**src/rtl/rpc2_ctrl_axi_aw_splitter.sv**
```systemverilog
// rpc2_ctrl_axi_aw_splitter
//
// Write-address front end in the AXI (wr_clk) domain. It takes one AXI AW
// request at a time and turns it into one or more sub-command words. Each
// word is pushed into the command CDC synchronizer. INCR bursts are cut at
// every 2^BOUNDARY_LOG2-byte page boundary, so the memory-side sequencer
// never sees a burst that crosses a page. WRAP, FIXED and reserved bursts
// are passed through unsplit.
//
// Ports:
//   wr_clk, wr_rst_n       clock and asynchronous active-low reset
//   s_awvalid / s_awready  AW handshake
//   s_awid, s_awaddr, s_awlen, s_awsize, s_awburst   AW request fields
//   sync_wr_en             sub-command push request (a push is en & ready)
//   sync_wr_data           sub-command word; fields from MSB to LSB are
//                          {id, addr, len, size, wrap, last}
//   sync_wr_ready          synchronizer is not full
//   busy                   high while sub-commands are being issued
module rpc2_ctrl_axi_aw_splitter #(
  parameter  int ID_WIDTH      = 4,
  parameter  int ADDR_WIDTH    = 32,
  parameter  int BOUNDARY_LOG2 = 10,
  localparam int CMD_WIDTH     = ID_WIDTH + ADDR_WIDTH + 13
) (
  input  logic                  wr_clk,
  input  logic                  wr_rst_n,
  input  logic                  s_awvalid,
  output logic                  s_awready,
  input  logic [ID_WIDTH-1:0]   s_awid,
  input  logic [ADDR_WIDTH-1:0] s_awaddr,
  input  logic [7:0]            s_awlen,
  input  logic [2:0]            s_awsize,
  input  logic [1:0]            s_awburst,
  output logic                  sync_wr_en,
  output logic [CMD_WIDTH-1:0]  sync_wr_data,
  input  logic                  sync_wr_ready,
  output logic                  busy
);

  // beats_to_boundary can reach 2^BOUNDARY_LOG2 (size 0, page-aligned
  // address), so it needs one bit more than the page offset. It is compared
  // against the 9-bit remaining-beat count, so the comparison uses the
  // wider of the two widths.
  localparam int BTB_W = BOUNDARY_LOG2 + 1;
  localparam int CMP_W = (BTB_W > 9) ? BTB_W : 9;

  typedef enum logic {
    IDLE,
    ISSUE
  } state_t;

  state_t                  state;
  logic [ID_WIDTH-1:0]     cur_id;
  logic [2:0]              cur_size;
  logic [ADDR_WIDTH-1:0]   cur_addr;
  logic [8:0]              cur_rem;

  logic [ADDR_WIDTH-1:0]   calc_addr;
  logic [8:0]              calc_rem;
  logic [2:0]              calc_size;
  logic [ADDR_WIDTH-1:0]   size_mask;
  logic [ADDR_WIDTH-1:0]   abase;
  logic [BTB_W-1:0]        btb;
  logic [8:0]              beats;
  logic [7:0]              sub_len;
  logic                    sub_last;
  logic [ADDR_WIDTH-1:0]   next_addr;

  // Split arithmetic for the sub-command about to be loaded. In IDLE it
  // works on the incoming AW request. In ISSUE it works on the stored
  // address and beat count of the burst in progress. The sub-command ends
  // at the first page boundary or when the burst runs out, whichever is
  // sooner. next_addr is the aligned start of the following piece.
  always_comb begin
    calc_addr = cur_addr;
    calc_rem  = cur_rem;
    calc_size = cur_size;
    if (state == IDLE) begin
      calc_addr = s_awaddr;
      calc_rem  = {1'b0, s_awlen} + 9'd1;
      calc_size = s_awsize;
    end
    size_mask = (ADDR_WIDTH'(1) << calc_size) - ADDR_WIDTH'(1);
    abase     = calc_addr & ~size_mask;
    btb       = ((BTB_W'(1) << BOUNDARY_LOG2) - BTB_W'(abase[BOUNDARY_LOG2-1:0])) >> calc_size;
    beats     = (CMP_W'(calc_rem) < CMP_W'(btb)) ? calc_rem : 9'(btb);
    sub_last  = (beats == calc_rem);
    sub_len   = 8'(beats - 9'd1);
    next_addr = abase + (ADDR_WIDTH'(beats) << calc_size);
  end

  // Control FSM. All outputs are registered.
  // IDLE accepts a request and loads its first sub-command right away, so
  // sync_wr_en rises in the cycle after the AW handshake.
  // ISSUE holds the word until the synchronizer takes it. It then loads
  // the next piece with no bubble, or returns to IDLE after the last one.
  // Any word left in sync_wr_data after the final push is harmless, because
  // sync_wr_en is low by then.
  always_ff @(posedge wr_clk or negedge wr_rst_n) begin
    if (!wr_rst_n) begin
      state        <= IDLE;
      s_awready    <= 1'b1;
      sync_wr_en   <= 1'b0;
      sync_wr_data <= '0;
      busy         <= 1'b0;
      cur_id       <= '0;
      cur_size     <= '0;
      cur_addr     <= '0;
      cur_rem      <= '0;
    end else begin
      case (state)
        IDLE: begin
          if (s_awvalid) begin
            state      <= ISSUE;
            s_awready  <= 1'b0;
            sync_wr_en <= 1'b1;
            busy       <= 1'b1;
            cur_id     <= s_awid;
            cur_size   <= s_awsize;
            if (s_awburst == 2'b01) begin
              sync_wr_data <= {s_awid, s_awaddr, sub_len, s_awsize, 1'b0, sub_last};
              cur_addr     <= next_addr;
              cur_rem      <= calc_rem - beats;
            end else begin
              sync_wr_data <= {s_awid, s_awaddr, s_awlen, s_awsize, (s_awburst == 2'b10), 1'b1};
              cur_addr     <= s_awaddr;
              cur_rem      <= '0;
            end
          end
        end
        ISSUE: begin
          if (sync_wr_ready) begin
            if (sync_wr_data[0]) begin
              state      <= IDLE;
              s_awready  <= 1'b1;
              sync_wr_en <= 1'b0;
              busy       <= 1'b0;
            end else begin
              sync_wr_data <= {cur_id, cur_addr, sub_len, cur_size, 1'b0, sub_last};
              cur_addr     <= next_addr;
              cur_rem      <= cur_rem - beats;
            end
          end
        end
        default: state <= IDLE;
      endcase
    end
  end

endmodule

```
**config.mk**
```make
export PLATFORM = sky130hd
export DESIGN_NAME = rpc2_ctrl_axi_aw_splitter
export DESIGN_NICKNAME = d
export VERILOG_FILES = /design/src/rtl/rpc2_ctrl_axi_aw_splitter.sv
export SDC_FILE = /design/constraint.sdc
export NUM_CORES = 1
export LEC_CHECK = 0
export CAP_MARGIN = 40
export CORE_MARGIN = 2
export CORE_UTILIZATION = 30
export CTS_BUF_LIST = sky130_fd_sc_hd__clkbuf_16
export DETAILED_ROUTE_END_ITERATION = 6
export DONT_BUFFER_PORTS = 1
export HOLD_SLACK_MARGIN = 0.08
export REMOVE_ABC_BUFFERS = 1
export SLEW_MARGIN = 20
export SYNTH_ARGS = -nofsm -noshare
export SYNTH_HDL_FRONTEND = slang
export SYNTH_SLANG_ARGS = --single-unit
export TNS_END_PERCENT = 20
```
**constraint.sdc**
```tcl
create_clock -name wr_clk -period 10.8 [get_ports wr_clk]
set_clock_uncertainty 0.05 [all_clocks]
set_input_delay 0.54 -clock wr_clk [delete_from_list [all_inputs] [get_ports wr_clk]]
set_output_delay 0.54 -clock wr_clk [all_outputs]
set_load 0.01 [all_outputs]
```
==> flow_summary.ini <==
[place]
place_congestion = 0.929
port_buffers = 0
hpwl_mm = 20.6
dp_slack_ns = 0.576
place_inst = 1425

[die]
core-area_um2 = 28000
io_pins = 105
fp.dieArea_um2 = 30000
rows = 61
die_w_um = 173
start_util = 0.307
die_h_um = 173

[finish]
layout-drive-gt1-share = 0.0723
finalNonFillerCells = 1443
nets = 1160
areaGrowthSynthToFinish_pct = 7.95
antennaDiodeCount = 0
num-fill-cells = 2963

[synth]
synthArstFlopShare = 1.00
synth_commonest_cells = nand2_1, nor2_1, a21oi_1
ys_warn_count = 0
netlist.area_leader.share = 0.288
synthFlopType = dfrtp_1
yosys.cell_count.top_type = nand2_1
ys_seq_elements = 100
netlist_area_um2 = 8590
avgSynthCellArea_um2 = 7.88
synth_cells = 1090
synthTopCellsByArea = dfrtp_1, nand2_1, ha_1
yosysSeqAreaShare = 0.291
synth_edf_count = 0
netlist.top_cell.by_area = dfrtp_1
ys_types = 84

[clock_network]
postCtsSetupBuffers = 0
cts_max_level = 3
cts_buffers = 9
tritoncts = yes
ctsRootBufferMaster = clkbuf_16
cts.sinks = 100
clk_pin_slew_ns = 0.08
cts_buffer_depth = 2
clk_latency_ns = 0.36

[run]
max-cap-violations = 0

[detailed_routing]
drt-met1-wl_mm = 12.8
met3WireLength_mm = 1.54
drc = 0
ant_nets = 0
wl_per_cell_um = 18.9
drtIter0Drc = 739
routed_wl_mm = 27.3
top_layer = met4
routed_via_density = 5.58
met2_length_mm = 12.4
via_count = 8051
drtPass1Iterations = 5

[critical_path]
cpMostUsedCell = a21oi_1
cp_slowest_stage_delay_ns = 0.64
worstSetupEndpointType = flop
crit_fanout = 25
worstSetupPathType = flop to flop
cp_slowest_cell = mux2_2
cp.required_ns = 10.98
crit_arrival_ns = 9.94
startpoint_type = flop

[grt]
grt-ovfl-total = 0
grt_max_degree = 101
grt_pass1_wl_mm = 44.5
track_usage = 0.183
antenna_found_initial = 0
grt_pass1_vias = 7966

[sta]
relSlewSlack = 0.445
layout_min_cycle_time_ns = 9.76
holdWs_ns = 0.0679
fin_crit_sh = 0.903
rsz0062_at_grt = no
setup_viol = 0
final-max-slew-violation-count = 0
hold_violations = 0
fin_ws_ns = 1.04
tightest_slew_ns = 0.830
fmax_mhz = 102

[status]
status = complete, no violations

[hold_path]
hp-class = input port to asynchronous set/reset pin
layout by cell type (no fill, tap or decap), types with 10 or more instances in the layout:
cell type	Yosys	routed
nand2_1	148	147
nor2_1	127	125
a21oi_1	106	105
dfrtp_1	99	98
o21ai_0	61	61
ha_1	44	44
inv_1	36	37
xnor2_1	29	29
nand3_1	25	25
nor2b_1	24	24
a21o_1	23	23
xor2_1	23	23
a31oi_1	22	22
o22ai_1	18	18
a221oi_1	15	15
buf_4	2	15
mux2i_1	15	14
o211ai_1	13	13
nand2b_1	12	12
nor3_1	12	12
a211oi_1	11	11
o21a_1	11	11
mux2_2	10	10
nand4_1	10	10
or3_1	10	10
per-layer routing:
| layer | vias to the layer above | track usage |
|---|---|---|
| met5 | - | 0 |
| met4 | 0 | 0.0480 |
| met3 | 39 | 0.0360 |
| met2 | 241 | 0.298 |
| met1 | 3889 | 0.249 |
| li1 | 3882 | - |
flip-flops by register name, summed over array words and instances (netlist names):
register and count:
cur_rem 9, cur_id 4, s_awready 1, state 1, cur_size 3, busy 1, sync_wr_data 49, cur_addr 32
timing repair:
item	CTS	global route
setup endpoints to repair	0	1
endpoints found under the hold margin	100	0
gates resized for setup	0	1
hold buffers	1	0
critical path, delay by kind of cell, from the launching register on:
| family | cells | cell delay, ns |
|---|---|---|
| AO/OA/AOI/OAI | 16 | 4.30 |
| AND/OR/NAND/NOR | 9 | 2.10 |
| adder cells (fa/ha/maj) | 3 | 0.96 |
| buffers and inverters | 1 | 0.20 |
| multiplexers | 3 | 1.41 |
| flip-flops | 1 | 0.59 |
per-stage QoR:
| stage | util | instance area, µm² | setup TNS, ns |
|---|---|---|---|
| after floorplan | - | 8330 | -6.43 |
| after global placement | 0.319 | 8940 | 0 |
| after detailed placement | 0.320 | 8960 | 0 |
| after CTS | 0.331 | 9270 | 0 |
| after global routing | 0.331 | 9280 | 0 |
| final | 0.331 | 9280 | 0 |
final timing paths:
path	from	end	slack, ns	depth (start not counted)
setup / recovery	state	cur_addr[29]	1.04	32
hold / removal	wr_rst_n	sync_wr_data[30]	0.07	1
setup reg to reg	state	cur_addr[29]	1.04	32
hold reg to reg	cur_id[2]	cur_id[2]	0.43	2
max in group asynchronous	wr_rst_n	state	10.21	1
min in group wr_clk	s_awid[0]	cur_id[0]	0.24	2
cell families after synthesis:
logic type,count (synthesis),share of synthesized area
and+or+nand+nor,408,0.216
AOI/OAI and AO/OA,352,0.272
DFF,100,0.291
buffers and inverters,97,0.0477
xor gates and xnor gates,52,0.0530
adders and majority gates,47,0.0710
muxes,34,0.0496
cell type report:
cell class	count	area, µm²	area share
multi-input cells	893	5710	0.615
flip-flops and latches	100	2510	0.270
well taps	378	473	0.0510
clock buffers	9	225	0.0243
repair buffers	18	159	0.0171
inverters	38	145	0.0156
clock inverters	7	60.1	0.00647
Power is not shown: default switching activity piles up to over one toggle a cycle in this logic, so the estimate is an artifact.
